$ cat src/rtl/freq_meter_multi.sv
// freq_meter_multi: multi-channel gate-window frequency meter.
// Each asynchronous input is synchronised and edge-detected. Rising edges are
// counted over a gate window of GATE_CYCLES standard-clock cycles. At the end
// of the window all channel counts are published together with a one-cycle
// meas_valid pulse. Supports continuous and single-shot measurement modes.
// Optional feature macro: FREQ_MEAS_OVF_SAT_EN. When it is defined, the edge
// counters saturate and the ovf flags are reported. When it is not defined,
// the counters wrap and ovf stays 0.

module freq_meter_multi #(
    parameter int CHANNELS    = 4,
    parameter int CNT_W       = 13,
    parameter int GATE_CYCLES = 1000,
    parameter int SYNC_STAGES = 2
) (
    input  logic                      frequency_std_clk,
    input  logic                      reset_n,
    input  logic [CHANNELS-1:0]       sig_in,
    input  logic                      mode,
    input  logic                      start,
    output logic                      busy,
    output logic                      meas_valid,
    output logic [CHANNELS*CNT_W-1:0] freq_out,
    output logic [CHANNELS-1:0]       ovf
);

    localparam int                GATE_W    = $clog2(GATE_CYCLES);
    localparam logic [GATE_W-1:0] GATE_LAST = GATE_W'(GATE_CYCLES - 1);
    localparam logic [CNT_W-1:0]  CNT_MAX   = '1;

    typedef enum logic [0:0] {
        IDLE = 1'b0,
        GATE = 1'b1
    } state_t;

    state_t                              state;
    logic [GATE_W-1:0]                   gate_cnt;
    logic                                warm_done;
    logic [CHANNELS-1:0][SYNC_STAGES-1:0] sync_q;
    logic [CHANNELS-1:0]                 sync_out;
    logic [CHANNELS-1:0]                 prev_q;
    logic [CHANNELS-1:0]                 rise;
    logic [CHANNELS-1:0][CNT_W-1:0]      cnt_q;
    logic [CHANNELS-1:0][CNT_W-1:0]      cnt_next;
`ifdef FREQ_MEAS_OVF_SAT_EN
    logic [CHANNELS-1:0]                 sat_next;
`endif

    // Synchroniser chains and previous-value registers used for edge detection.
    always_ff @(posedge frequency_std_clk or negedge reset_n) begin
        if (!reset_n) begin
            sync_q <= '0;
            prev_q <= '0;
        end else begin
            for (int ch = 0; ch < CHANNELS; ch++) begin
                sync_q[ch] <= {sync_q[ch][SYNC_STAGES-2:0], sig_in[ch]};
                prev_q[ch] <= sync_q[ch][SYNC_STAGES-1];
            end
        end
    end

    // A rising edge is a synchronised high whose value one cycle earlier was low.
    always_comb begin
        sync_out = '0;
        for (int ch = 0; ch < CHANNELS; ch++) begin
            sync_out[ch] = sync_q[ch][SYNC_STAGES-1];
        end
        rise = sync_out & ~prev_q;
    end

`ifdef FREQ_MEAS_OVF_SAT_EN
    // Next count per channel, held at all-ones once saturated. A channel is
    // flagged whenever it sits at the ceiling, because hitting the ceiling
    // exactly cannot be told apart from overrunning it.
    always_comb begin
        cnt_next = cnt_q;
        sat_next = '0;
        for (int ch = 0; ch < CHANNELS; ch++) begin
            if (cnt_q[ch] == CNT_MAX) begin
                cnt_next[ch] = CNT_MAX;
            end else begin
                cnt_next[ch] = cnt_q[ch] + CNT_W'(rise[ch]);
            end
            sat_next[ch] = (cnt_next[ch] == CNT_MAX);
        end
    end
`else
    // Next count per channel, wrapping modulo 2^CNT_W.
    always_comb begin
        cnt_next = cnt_q;
        for (int ch = 0; ch < CHANNELS; ch++) begin
            cnt_next[ch] = cnt_q[ch] + CNT_W'(rise[ch]);
        end
    end
`endif

    // Gate FSM. It runs the window counter and the edge counters, and publishes
    // the results. The first window after reset is only a warm-up and is discarded.
    always_ff @(posedge frequency_std_clk or negedge reset_n) begin
        if (!reset_n) begin
            state      <= IDLE;
            gate_cnt   <= '0;
            cnt_q      <= '0;
            warm_done  <= 1'b0;
            busy       <= 1'b0;
            meas_valid <= 1'b0;
            freq_out   <= '0;
            ovf        <= '0;
        end else begin
            meas_valid <= 1'b0;
            case (state)
                IDLE: begin
                    gate_cnt <= '0;
                    cnt_q    <= '0;
                    if (!mode || start) begin
                        state <= GATE;
                        busy  <= 1'b1;
                    end
                end
                GATE: begin
                    if (gate_cnt == GATE_LAST) begin
                        gate_cnt  <= '0;
                        cnt_q     <= '0;
                        warm_done <= 1'b1;
                        if (warm_done) begin
                            meas_valid <= 1'b1;
                            freq_out   <= cnt_next;
`ifdef FREQ_MEAS_OVF_SAT_EN
                            ovf        <= sat_next;
`else
                            ovf        <= '0;
`endif
                        end
                        if (mode) begin
                            state <= IDLE;
                            busy  <= 1'b0;
                        end
                    end else begin
                        gate_cnt <= gate_cnt + GATE_W'(1);
                        cnt_q    <= cnt_next;
                    end
                end
                default: begin
                    state <= IDLE;
                    busy  <= 1'b0;
                end
            endcase
        end
    end

endmodule

$ cat config.mk
export PLATFORM = sky130hd
export DESIGN_NAME = freq_meter_multi
export DESIGN_NICKNAME = d
export VERILOG_FILES = /design/src/rtl/freq_meter_multi.sv
export SDC_FILE = /design/constraint.sdc
export NUM_CORES = 1
export LEC_CHECK = 0
export ABC_AREA = 1
export CAP_MARGIN = 25
export CORE_MARGIN = 4
export CORE_UTILIZATION = 25
export CTS_BUF_LIST = sky130_fd_sc_hd__clkbuf_2
export DETAILED_ROUTE_END_ITERATION = 8
export GPL_TIMING_DRIVEN = 0
export PLACE_DENSITY = 0.44
export SLEW_MARGIN = 20
export SYNTH_ARGS = -nofsm -noshare
export SYNTH_HDL_FRONTEND = slang
export SYNTH_SLANG_ARGS = --single-unit
export TNS_END_PERCENT = 100
$ cat constraint.sdc
create_clock -name frequency_std_clk -period 4.37 [get_ports frequency_std_clk]
set_input_delay 0.874 -clock frequency_std_clk [delete_from_list [all_inputs] [get_ports frequency_std_clk]]
set_output_delay 0.874 -clock frequency_std_clk [all_outputs]
set_load 0.01 [all_outputs]
* After elaboration in Yosys (flattened, before gate mapping) *
Cells that the tools add are included.

operators by class
  shift-type cells = 0
  reduce and logical (&&, ||, !) cells = 5
  multipliers = 0
  div/mod/pow operators = 0
  eq/ne operators = 4
  magnitude comparators = 0
  add/sub/neg operators = 5
  bitwise logic cells = 3
  multiplexer cells = 15

operators by type and width
  kind                                                    number
  case mux 52 bit (2 select lines)                        1
  adder 13 x 1 -> 13 bit                                  4
  2-to-1 mux 52 bit                                       1
  case mux 10 bit (2 select lines)                        1
  adder 10 x 1 -> 10 bit (second input constant)          1
  equality test 10 bit (second input constant)            1
  2-to-1 mux 10 bit                                       1
  2-to-1 mux 1 bit                                        9
  AND reduction 3 bit                                     2
  AND 4 bit                                               1
  inequality test 2 bit (second input constant)           2
  NOT 4 bit                                               1
  case mux 1 bit (2 select lines)                         2
  inequality test 2 x 1 -> 1 bit (second input constant)  1
  AND reduction 2 bit                                     1
  zero test 1 bit                                         1
  logical OR 1 bit                                        1
  NOT 1 bit                                               1

storage, ports and cells
  register bits after elaboration = 130
  bits in writable memories = 0
  memories kept = 0
  ROM bits = 0
  output and inout bits = 58
  latch bits = 0

* Depth between registers and ports, before layout *
  word-level depth = 5
  depth in mapped cells = 11
  depth with buffers taken out = 11

* Worst setup path before layout *
No wires, ideal clock.

  kind = flip-flop to flip-flop
  start = register prev_q[3]
  end = register freq_out[51]
  period minus slack after synthesis = 1.516 ns
  library setup time = 0.116 ns
  cell stages (with the launch flop) = 11
  arrival time = 1.400 ns
  slack = 2.854 ns
  cell sequence = dfrtp_1 nor2_1 ha_1 ha_1 nand2_1 nor2_1 nand3_1 nand2_1 nand2_1 nand2_1 nand2_1

between the ends
  longest elaborated chain between the ends = 3

ends and longest elaborated chain
  what                               line  RTL
  from (decl)                        41    logic [CHANNELS-1:0] prev_q;
  from (signal, indexed assignment)  57    prev_q[ch] <= sync_q[ch][SYNC_STAGES-1];
  NOT 4 bit                          68    rise = sync_out & ~prev_q;
  AND 4 bit                          68
  adder 13 x 1 -> 13 bit             92    cnt_next[ch] = cnt_q[ch] + CNT_W'(rise[ch]);
  to (signal assigned)               127   freq_out <= cnt_next;
  to (decl)                          23    output logic [CHANNELS*CNT_W-1:0] freq_out,

No other way between the ends.
A chain may end at the register's enable or synchronous reset.

* Final worst setup path *
  start = register freq_out[51]
  end = output freq_out[51]

No word-level cell between the ends.

==> out/qor.txt <==
status = finished, final reports clean
fin crit share = 57.8%
1st-pass router iterations = 5
Post-CTS Resized = 0
Final Total Pwr = 2.38 mW
PD cells = 330 nW/um^2
Yosys top cell by area = dfrtp_1
startpoint types = flip-flop
Routed Antenna Nets = 0
H-tree depth = 4
Buf/Inv on CP = 1
area occupied by multi-input gates = 2390 sq um
vias post-DR = 4663
VDD IR-drop max = 117 uV
RSZ-0062 raised after global routing = false
Register Area = 3250 sq um
final setup TNS = 0 ps
initial antenna violation count = 1
All-Layer GR Usage = 11.8%
Synth warnings = 0
Synth area leaders = dfrtp_1 55%, nand2_1 19%, nor2_1 5.2%
Die ar. = 26400 sq um
Cells after Synth = 722
area of the core = 23500 sq um
Netlist Area Pre-Place = 5950 sq um
Non-Filler Instances = 1138
synthesis-to-layout area growth = 21.2%
num rows = 56
Tightest Pin Transition = 601 ps
largest net degree at the start of global routing = 86
die height = 162 um
root buf cell = clkbuf_2
crit path max fanout = 2
PortBufs = 61
final hold violations = 0
cts-stage hold buffer count = 1
final setup fails = 0
CTS buffer count = 17
Leak = 3.63 nW
routability cong. = 0.815
Final Max Slew Viols = 0
# IOs = 66
later-pin clock latency in the skew report = 670 ps
clock-pin slew on the worst setup and hold paths = 170 ps
CP max-delay cell = clkdlybuf4s50_1
Slew headroom = 59.9%
setup repair bufs after CTS = 0
routed len/inst = 12.9 um
clk sinks = 130
Final Cell Area = 7220 sq um
DR DRC count = 0
Die Wd = 162 um
post-synthesis sequential area ratio = 54.6%
Placed Area = 7010 sq um
Initial Util = 25.4%
Core Util, Final = 30.7%
Crit Path Category = reg -> out
clock skew = 34.3 ps
placed cell count = 1106
routed wire length = 14.6 mm
CP Capture Type = output port
post-synthesis register bit count = 130
Synth Area per Inst = 8.25 sq um
Top delay family on crit path = buffers and inverters
vias per cell = 4.10
Unique masters post-synth = 26
vias in the first global route = 4728
share of the synthesized area in the top cell type = 54.6%
HP Class = reg -> reg
crit-path cells = clkdlybuf4s50_1
CP Data Arrival Time = 1650 ps
clock buffer depth = 2
CP max stage delay = 560 ps
first-pass GRT wire length = 24.8 mm
Tmin final = 2520 ps
max cap viols = 0
required time of the worst setup path = 3500 ps
DRT iter0 DRCs = 233
maximum clock rate = 396 MHz
Final #Nets = 825
DP HPWL = 10.4 mm
global route total overflow = 0
Fillers = 2579
CTS tree = done
layout cells sized above 1 = 6.85%
## worst paths after layout
| check | from | endpoint | slack (ps) | depth (start not counted) |
|---|---|---|---|---|
| setup / recovery | freq_out[51] | freq_out[51] | 1850 | 1 |
| hold / removal | sync_q[0] | sync_out[0] | 370 | 0 |
| setup reg to reg | sync_out[3] | freq_out[49] | 2570 | 11 |
| hold reg to reg | sync_q[0] | sync_out[0] | 370 | 0 |
| max in group asynchronous | reset_n | cnt_q[0] | 2940 | 3 |
| min in group asynchronous | reset_n | freq_out[26] | 650 | 2 |
## synth_stat cells
cell type	count
buf_6	5
nor3_1	9
buf_4	7
nor2_2	2
nand2_1	305
nand3b_1	13
clkinv_1	1
o21ai_0	5
clkbuf_1	2
ha_1	10
xnor2_1	4
nand2_2	2
buf_2	8
inv_1	42
dfrtp_1	130
a21oi_1	29
nor4_1	1
nor2_8	1
o21bai_1	1
conb_1	1
nand3_1	29
nor2_1	83
xor2_1	14
nand3b_4	1
nand4_1	16
inv_2	1
## cells in the final DEF, fill, tap and decap left out, types with 7 or more instances in the layout
master,count
nor2_1,83
nand3b_1,13
xor2_1,14
ha_1,10
nand2_1,305
buf_4,7
buf_2,8
nand3_1,29
a21oi_1,29
clkbuf_2,21
nor3_1,9
dfrtp_1,130
clkdlybuf4s50_1,60
inv_1,42
nand4_1,16
## state kept, by name, summed over array words and instances (netlist names)
signal and count:
busy 1, sync_q 4, meas_valid 1, freq_out 52
prev_q 4, sync_out 4, cnt_q 52, gate_cnt 10
state 1, warm_done 1
## metrics by stage
stage	hold slack, ps	worst slack [ps]
2_1_floorplan	331	2850
3_3_place_gp	332	-3250
3_5_place_dp	337	2550
4_1_cts	373	1730
5_1_grt	385	1670
6_report	367	1850
## area by class of cell
type	instances	area share (%)
buffer	22	2.17
sequential	130	45.1
tap	319	5.53
antenna	1	0.0347
clock inverter	9	1.27
clock buffer	21	1.46
inverter	44	2.29
timing repair buffer	63	9.05
multi-input combinational	529	33.1
## cells by family after synthesis
| group | Yosys count | share of synthesized area [%] |
|---|---|---|
| other | 1 | 0.0630 |
| buffers and inverters | 66 | 5.40 |
| AND/OR/NAND/NOR | 462 | 32.2 |
| XOR/XNOR | 18 | 2.65 |
| AO/OA/AOI/OAI | 35 | 2.98 |
| adder cells (fa/ha/maj) | 10 | 2.10 |
| flip-flops | 130 | 54.6 |
## worst reg2reg max path, stage by stage (launching register included)
cell,delay (ps)
dfrtp_1,370
inv_1,40
nor2_1,130
ha_1,180
ha_1,200
nand2_1,70
nor2_1,330
nand3_1,120
nand2_1,100
nand2_1,50
nand2_1,70
nand2_1,50
## metal layers
layer  track usage [%]  vias up  routed length [um]
met5                 0        -                   0
met4              3.31        0                 232
met3              3.39       11                 667
met2              17.7       68                6140
met1              16.8     2147                7590
li1                  -     2437                   -
## where the power goes
| group | leakage, nW | switching (mW) | internal, mW |
|---|---|---|---|
| Combinational | 1.74 | 0.196 | 0.118 |
| Clock | 0.136 | 0.431 | 0.256 |
| Sequential | 1.75 | 0.0793 | 1.30 |
| Total | 3.63 | 0.706 | 1.67 |
Power figures use the tool's default switching activity.
==> RTL change 1: new RTL, same settings <==
Set the parameter `GATE_CYCLES` to 2000 (it was 1000).
--- a/src/rtl/freq_meter_multi.sv
+++ b/src/rtl/freq_meter_multi.sv
@@ -10,7 +10,7 @@
 module freq_meter_multi #(
     parameter int CHANNELS    = 4,
     parameter int CNT_W       = 13,
-    parameter int GATE_CYCLES = 1000,
+    parameter int GATE_CYCLES = 2000,
     parameter int SYNC_STAGES = 2
 ) (
     input  logic                      frequency_std_clk,
Function: same outputs for any inputs over 10 cycles, from zero or initial values and one cycle with reset_n low; that may be too few to reach the edited logic, so the function may still have changed.
==> RTL change 1 against the original RTL <==
  * Final area up 0.14%
  * Register-to-register slack worse by 140 ps
  * Total power up 1.7%
  * Sequential cell count up 1
  * Worst setup slack worse by 1.1 ps
  * Synthesized cell count up 0.83%
  * Synthesized area about the same
  * Wire length up 2.2%
==> RTL change 1: results (changes against the original RTL) <==
stage	metric	value	unit	change
status	status	complete, no violations		unchanged
cells_and_area	Non-clk bufs	86		was 85
placement	placed cell count	1112		was 1106
cells_and_area	final net count	830		was 825
worst_setup_path	worst reg2reg path startpoint	gate_cnt[0]		was sync_out[3]
cells_and_area	#MultiIn Comb	532		was 529
power	PwrDens	335.2	nW/um^2	was 329.9 nW/um^2
cells_and_area	Non-clock buffer share	0.1094		was 0.1122
cells_and_area	clk_buf instances	19		was 21
timing	Relative slew margins	0.4906		was 0.5991
worst_hold_path	Worst Hold Launch	sync_q[4]		was sync_q[0]
detailed_routing	Vias	4679		was 4663
power	P_leak	3.551	nW	was 3.627 nW
grt	Global Route met2 Usage	0.1770		was 0.1768
clocking	clk slew on worst S/H paths	190	ps	was 170 ps
cells_and_area	clk cell area share	0.02926		was 0.02722
grt	M3 GR Usage	0.03375		was 0.03392
timing	clock skew	47.41	ps	was 34.29 ps
placement	RePlAce Congestion	0.7865		was 0.8152
synth	synth top area cells	dfrtp_1 (55%), nand2_1 (19%), nor2_1 (5.9%)		was dfrtp_1 (55%), nand2_1 (19%), nor2_1 (5.2%)
placement	placed cell area	7003	sq um	was 7008 sq um
cells_and_area	area occupied by registers	3278	sq um	was 3253 sq um
timing	Hold Slack	373.7	ps	was 367.0 ps
worst_hold_path	hold endpoint	sync_out[2]		was sync_out[0]
worst_setup_path	FF-to-FF End	cnt_q[44]		was freq_out[49]
grt	GR Util All Layers	0.1194		was 0.1184
power	Power, Total	0.002422	W	was 0.002381 W
grt	met1 GRT Util	0.1733		was 0.1683
cells_and_area	fillers	2534		was 2579
power	sw frac	0.3044		was 0.2967
placement	Post-DP HPWL	10.35	mm	was 10.40 mm
synth	most frequent cells after synthesis	nand2_1 (302), dfrtp_1 (131), nor2_1 (94)		was nand2_1 (305), dfrtp_1 (130), nor2_1 (83)
cells_and_area	Largest regs	cnt_q (52), freq_out (52), gate_cnt (11)		was cnt_q (52), freq_out (52), gate_cnt (10)
detailed_routing	wire per inst	13.06	um	was 12.86 um
cells_and_area	multi-input logic area	2376	sq um	was 2391 sq um
grt	pin count of the biggest net entering global routing	88		was 86
synth	Synth Register Bits	131		was 130
synth	register area share after synthesis	0.5510		was 0.5463
[RTL change 1: worst max-delay path by stage]
stage / startpoint / to / slack [ps] / depth (start not counted)
3_5_place_dp: gate_cnt[0] / cnt_q[39] / 2420 / 7
6_report: freq_out[3] / freq_out[3] / 1850 / 1
2_1_floorplan: gate_cnt[0] / freq_out[12] / 2890 / 8
4_1_cts: freq_out[3] / freq_out[3] / 1740 / 1
3_3_place_gp: reset_n / freq_out[47] / -3420 / 1
5_1_grt: freq_out[3] / freq_out[3] / 1660 / 1
[RTL change 1: kinds of logic after synthesis]
kind of cell,Yosys count,synth area share
fa+ha+maj,9,0.01893
compound gates,35,0.02986
other cells,1,0.0006303
buf+inv,68,0.05152
simple gates,464,0.3186
xor+xnor,20,0.02944
flops,131,0.5510
[RTL change 1: per-layer routing]
metal | wire length [um] | share of wire
met1 | 7631 | 0.51
met2 | 6384 | 0.43
met3 | 811 | 0.054
met4 | 123 | 0.0082
met5 | 0 | 0
==> RTL change 2: new RTL, same flow settings <==
Made on the original files. Register the inputs `sig_in`, `mode` and `start` before use, cleared by the reset. The logic sees them one clock later.
--- a/src/rtl/freq_meter_multi.sv
+++ b/src/rtl/freq_meter_multi.sv
@@ -33,6 +33,22 @@
         GATE = 1'b1
     } state_t;
 
+    logic [CHANNELS-1:0] sig_q;
+    logic mode_q;
+    logic start_q;
+
+    always_ff @(posedge frequency_std_clk or negedge reset_n) begin
+        if (!reset_n) begin
+            sig_q   <= '0;
+            mode_q  <= '0;
+            start_q <= '0;
+        end else begin
+            sig_q   <= sig_in;
+            mode_q  <= mode;
+            start_q <= start;
+        end
+    end
+
     state_t                              state;
     logic [GATE_W-1:0]                   gate_cnt;
     logic                                warm_done;
@@ -53,7 +69,7 @@
             prev_q <= '0;
         end else begin
             for (int ch = 0; ch < CHANNELS; ch++) begin
-                sync_q[ch] <= {sync_q[ch][SYNC_STAGES-2:0], sig_in[ch]};
+                sync_q[ch] <= {sync_q[ch][SYNC_STAGES-2:0], sig_q[ch]};
                 prev_q[ch] <= sync_q[ch][SYNC_STAGES-1];
             end
         end
@@ -112,7 +128,7 @@
                 IDLE: begin
                     gate_cnt <= '0;
                     cnt_q    <= '0;
-                    if (!mode || start) begin
+                    if (!mode_q || start_q) begin
                         state <= GATE;
                         busy  <= 1'b1;
                     end
@@ -131,7 +147,7 @@
                             ovf        <= '0;
 `endif
                         end
-                        if (mode) begin
+                        if (mode_q) begin
                             state <= IDLE;
                             busy  <= 1'b0;
                         end
Check against the original RTL: not equivalent (a bounded check fails within 4 cycles, from zero or initial values and one cycle with reset_n low).
==> RTL change 2 against the original RTL <==
  * Sequential share of layout area increased by 0.84 points
  * Sequential cell count increased by 6
  * Hold slack improved by 5.9 ps
  * Total power increased by 6.4%
  * Synthesized area increased by 2.5%
  * Wire length increased by 1.6%
  * Combinational power about the same
  * Worst setup slack got worse by 21 ps
  * Synthesized cell count increased by 0.83%
  * Final area increased by 2.7%
  * Largest power group unchanged
==> RTL change 2: results (changes against the original RTL) <==
stage	metric	value	unit	change
synth	most frequent cells after synthesis	nand2_1 (305), dfrtp_1 (136), nor2_1 (83)		was nand2_1 (305), dfrtp_1 (130), nor2_1 (83)
timing	Hold Slack	372.8	ps	was 367.0 ps
timing	minimum clock period	2544	ps	was 2524 ps
clocking	clk slew on worst S/H paths	190	ps	was 170 ps
grt	vias in the first global route	4845		was 4728
placement	Post-DP HPWL	10.41	mm	was 10.40 mm
power	peak supply drop	0.0001451	V	was 0.0001168 V
power	Pint	0.001786	W	was 0.001674 W
placement	Port-buffer cells	61		unchanged
worst_setup_path	slowest cell on the critical path	clkdlybuf4s50_1		unchanged
status	status	complete, no violations		unchanged
cells_and_area	diode count	0		was 1
grt	first-pass GRT wire length	25.02	mm	was 24.85 mm
grt	GR Util All Layers	0.1187		was 0.1184
cells_and_area	Largest regs	cnt_q (52), freq_out (52), gate_cnt (10)		unchanged
timing	clock skew	29.47	ps	was 34.29 ps
worst_setup_path	crit path DAT	1670	ps	was 1650 ps
detailed_routing	Via density	4.146		was 4.098
clocking	clk buf depth	2		unchanged
placement	placed cell area	7158	sq um	was 7008 sq um
cells_and_area	Non-Filler Instances	1144		was 1138
cells_and_area	final net count	831		was 825
clocking	# Post-CTS Setup Buffers	0		unchanged
grt	initial antenna violation count	0		was 1
synth	synth top area cells	dfrtp_1 (56%), nand2_1 (19%), nor2_1 (5.1%)		was dfrtp_1 (55%), nand2_1 (19%), nor2_1 (5.2%)
cells_and_area	layout cells sized above 1	0.07030		was 0.06846
detailed_routing	First-pass DRT Iterations	4		was 5
worst_setup_path	worst-case reg-to-reg path depth	10		was 11
placement	RePlAce Congestion	0.8142		was 0.8152
clocking	post-cts hold buffer count	1		unchanged
timing	Worst Tran Pin Value	624.2	ps	was 601.4 ps
grt	M3 GR Usage	0.02886		was 0.03392
power	P_leak	3.705	nW	was 3.627 nW
worst_setup_path	reg2reg setup slack	2530	ps	was 2570 ps
grt	pin count of the biggest net entering global routing	93		was 86
synth	synthesized area per cell	8.385	sq um	was 8.247 sq um
detailed_routing	Iter 0 DRT Violations	251		was 233
clocking	post_cts resized	0		unchanged
synth	register area share after synthesis	0.5575		was 0.5463
placement	placed cell count	1112		was 1106
detailed_routing	drt total wl	14.87	mm	was 14.63 mm
grt	met1 GRT Util	0.1696		was 0.1683
worst_setup_path	Worst path max stage delay	570	ps	
grt	Global Route met2 Usage	0.1813		was 0.1768
synth	Netlist cell types	26		unchanged
synth	Post-synth top flop	dfrtp_1		unchanged
-- RTL change 2: cell types whose count changed after synthesis, sizes merged --
| cell | before | now |
|---|---|---|
| dfrtp | 130 | 136 |
-- RTL change 2: power groups by stage --
stage / Clock, W / Combinational, W / Sequential (W)
after global routing: 0.000883 / 0.000372 / 0.00145
after CTS: 0.000826 / 0.000321 / 0.00144
after detailed placement: 0 / 0.000317 / 0.00146
final: 0.000780 / 0.000314 / 0.00144
after global placement: 0 / 0.000311 / 0.00146
after floorplan: 0 / 0.000230 / 0.00145
-- RTL change 2: logic make-up after synthesis --
group                      synth area share
AOI/OAI and AO/OA                   0.02910
adders and majority gates           0.02050
other                             0.0006143
xor gates and xnor gates            0.02582
buffers and inverters               0.05267
and+or+nand+nor                      0.3138
DFF                                  0.5575
-- RTL change 2: area by class of cell --
class,count,area [sq um]
Buffer,22,156.4
Sequential cell,136,3403
Clock inverter,14,158.9
Tap cell,319,399.1
Fill cell,2510,16340
Timing Repair Buffer,63,653.1
Multi-Input combinational cell,529,2391
Clock buffer,17,85.08
Inverter,44,165.2
-- RTL change 2: final timing paths --
check                        startpoint      endpoint
min                           sync_q[6]   sync_out[3]
max                        freq_out[51]  freq_out[51]
min in group asynchronous       reset_n      sig_q[0]
min reg2reg                   sync_q[6]   sync_out[3]
max in group asynchronous       reset_n     cnt_q[18]
max reg2reg                   prev_q[3]  freq_out[49]
-- RTL change 2: layer usage --
layer,routed length [um],up-vias,part of all wire
met1,7723,2203,0.52
li1,-,2462,-
met4,139,0,0.0093
met3,595,10,0.040
met5,0,-,0
met2,6409,68,0.43
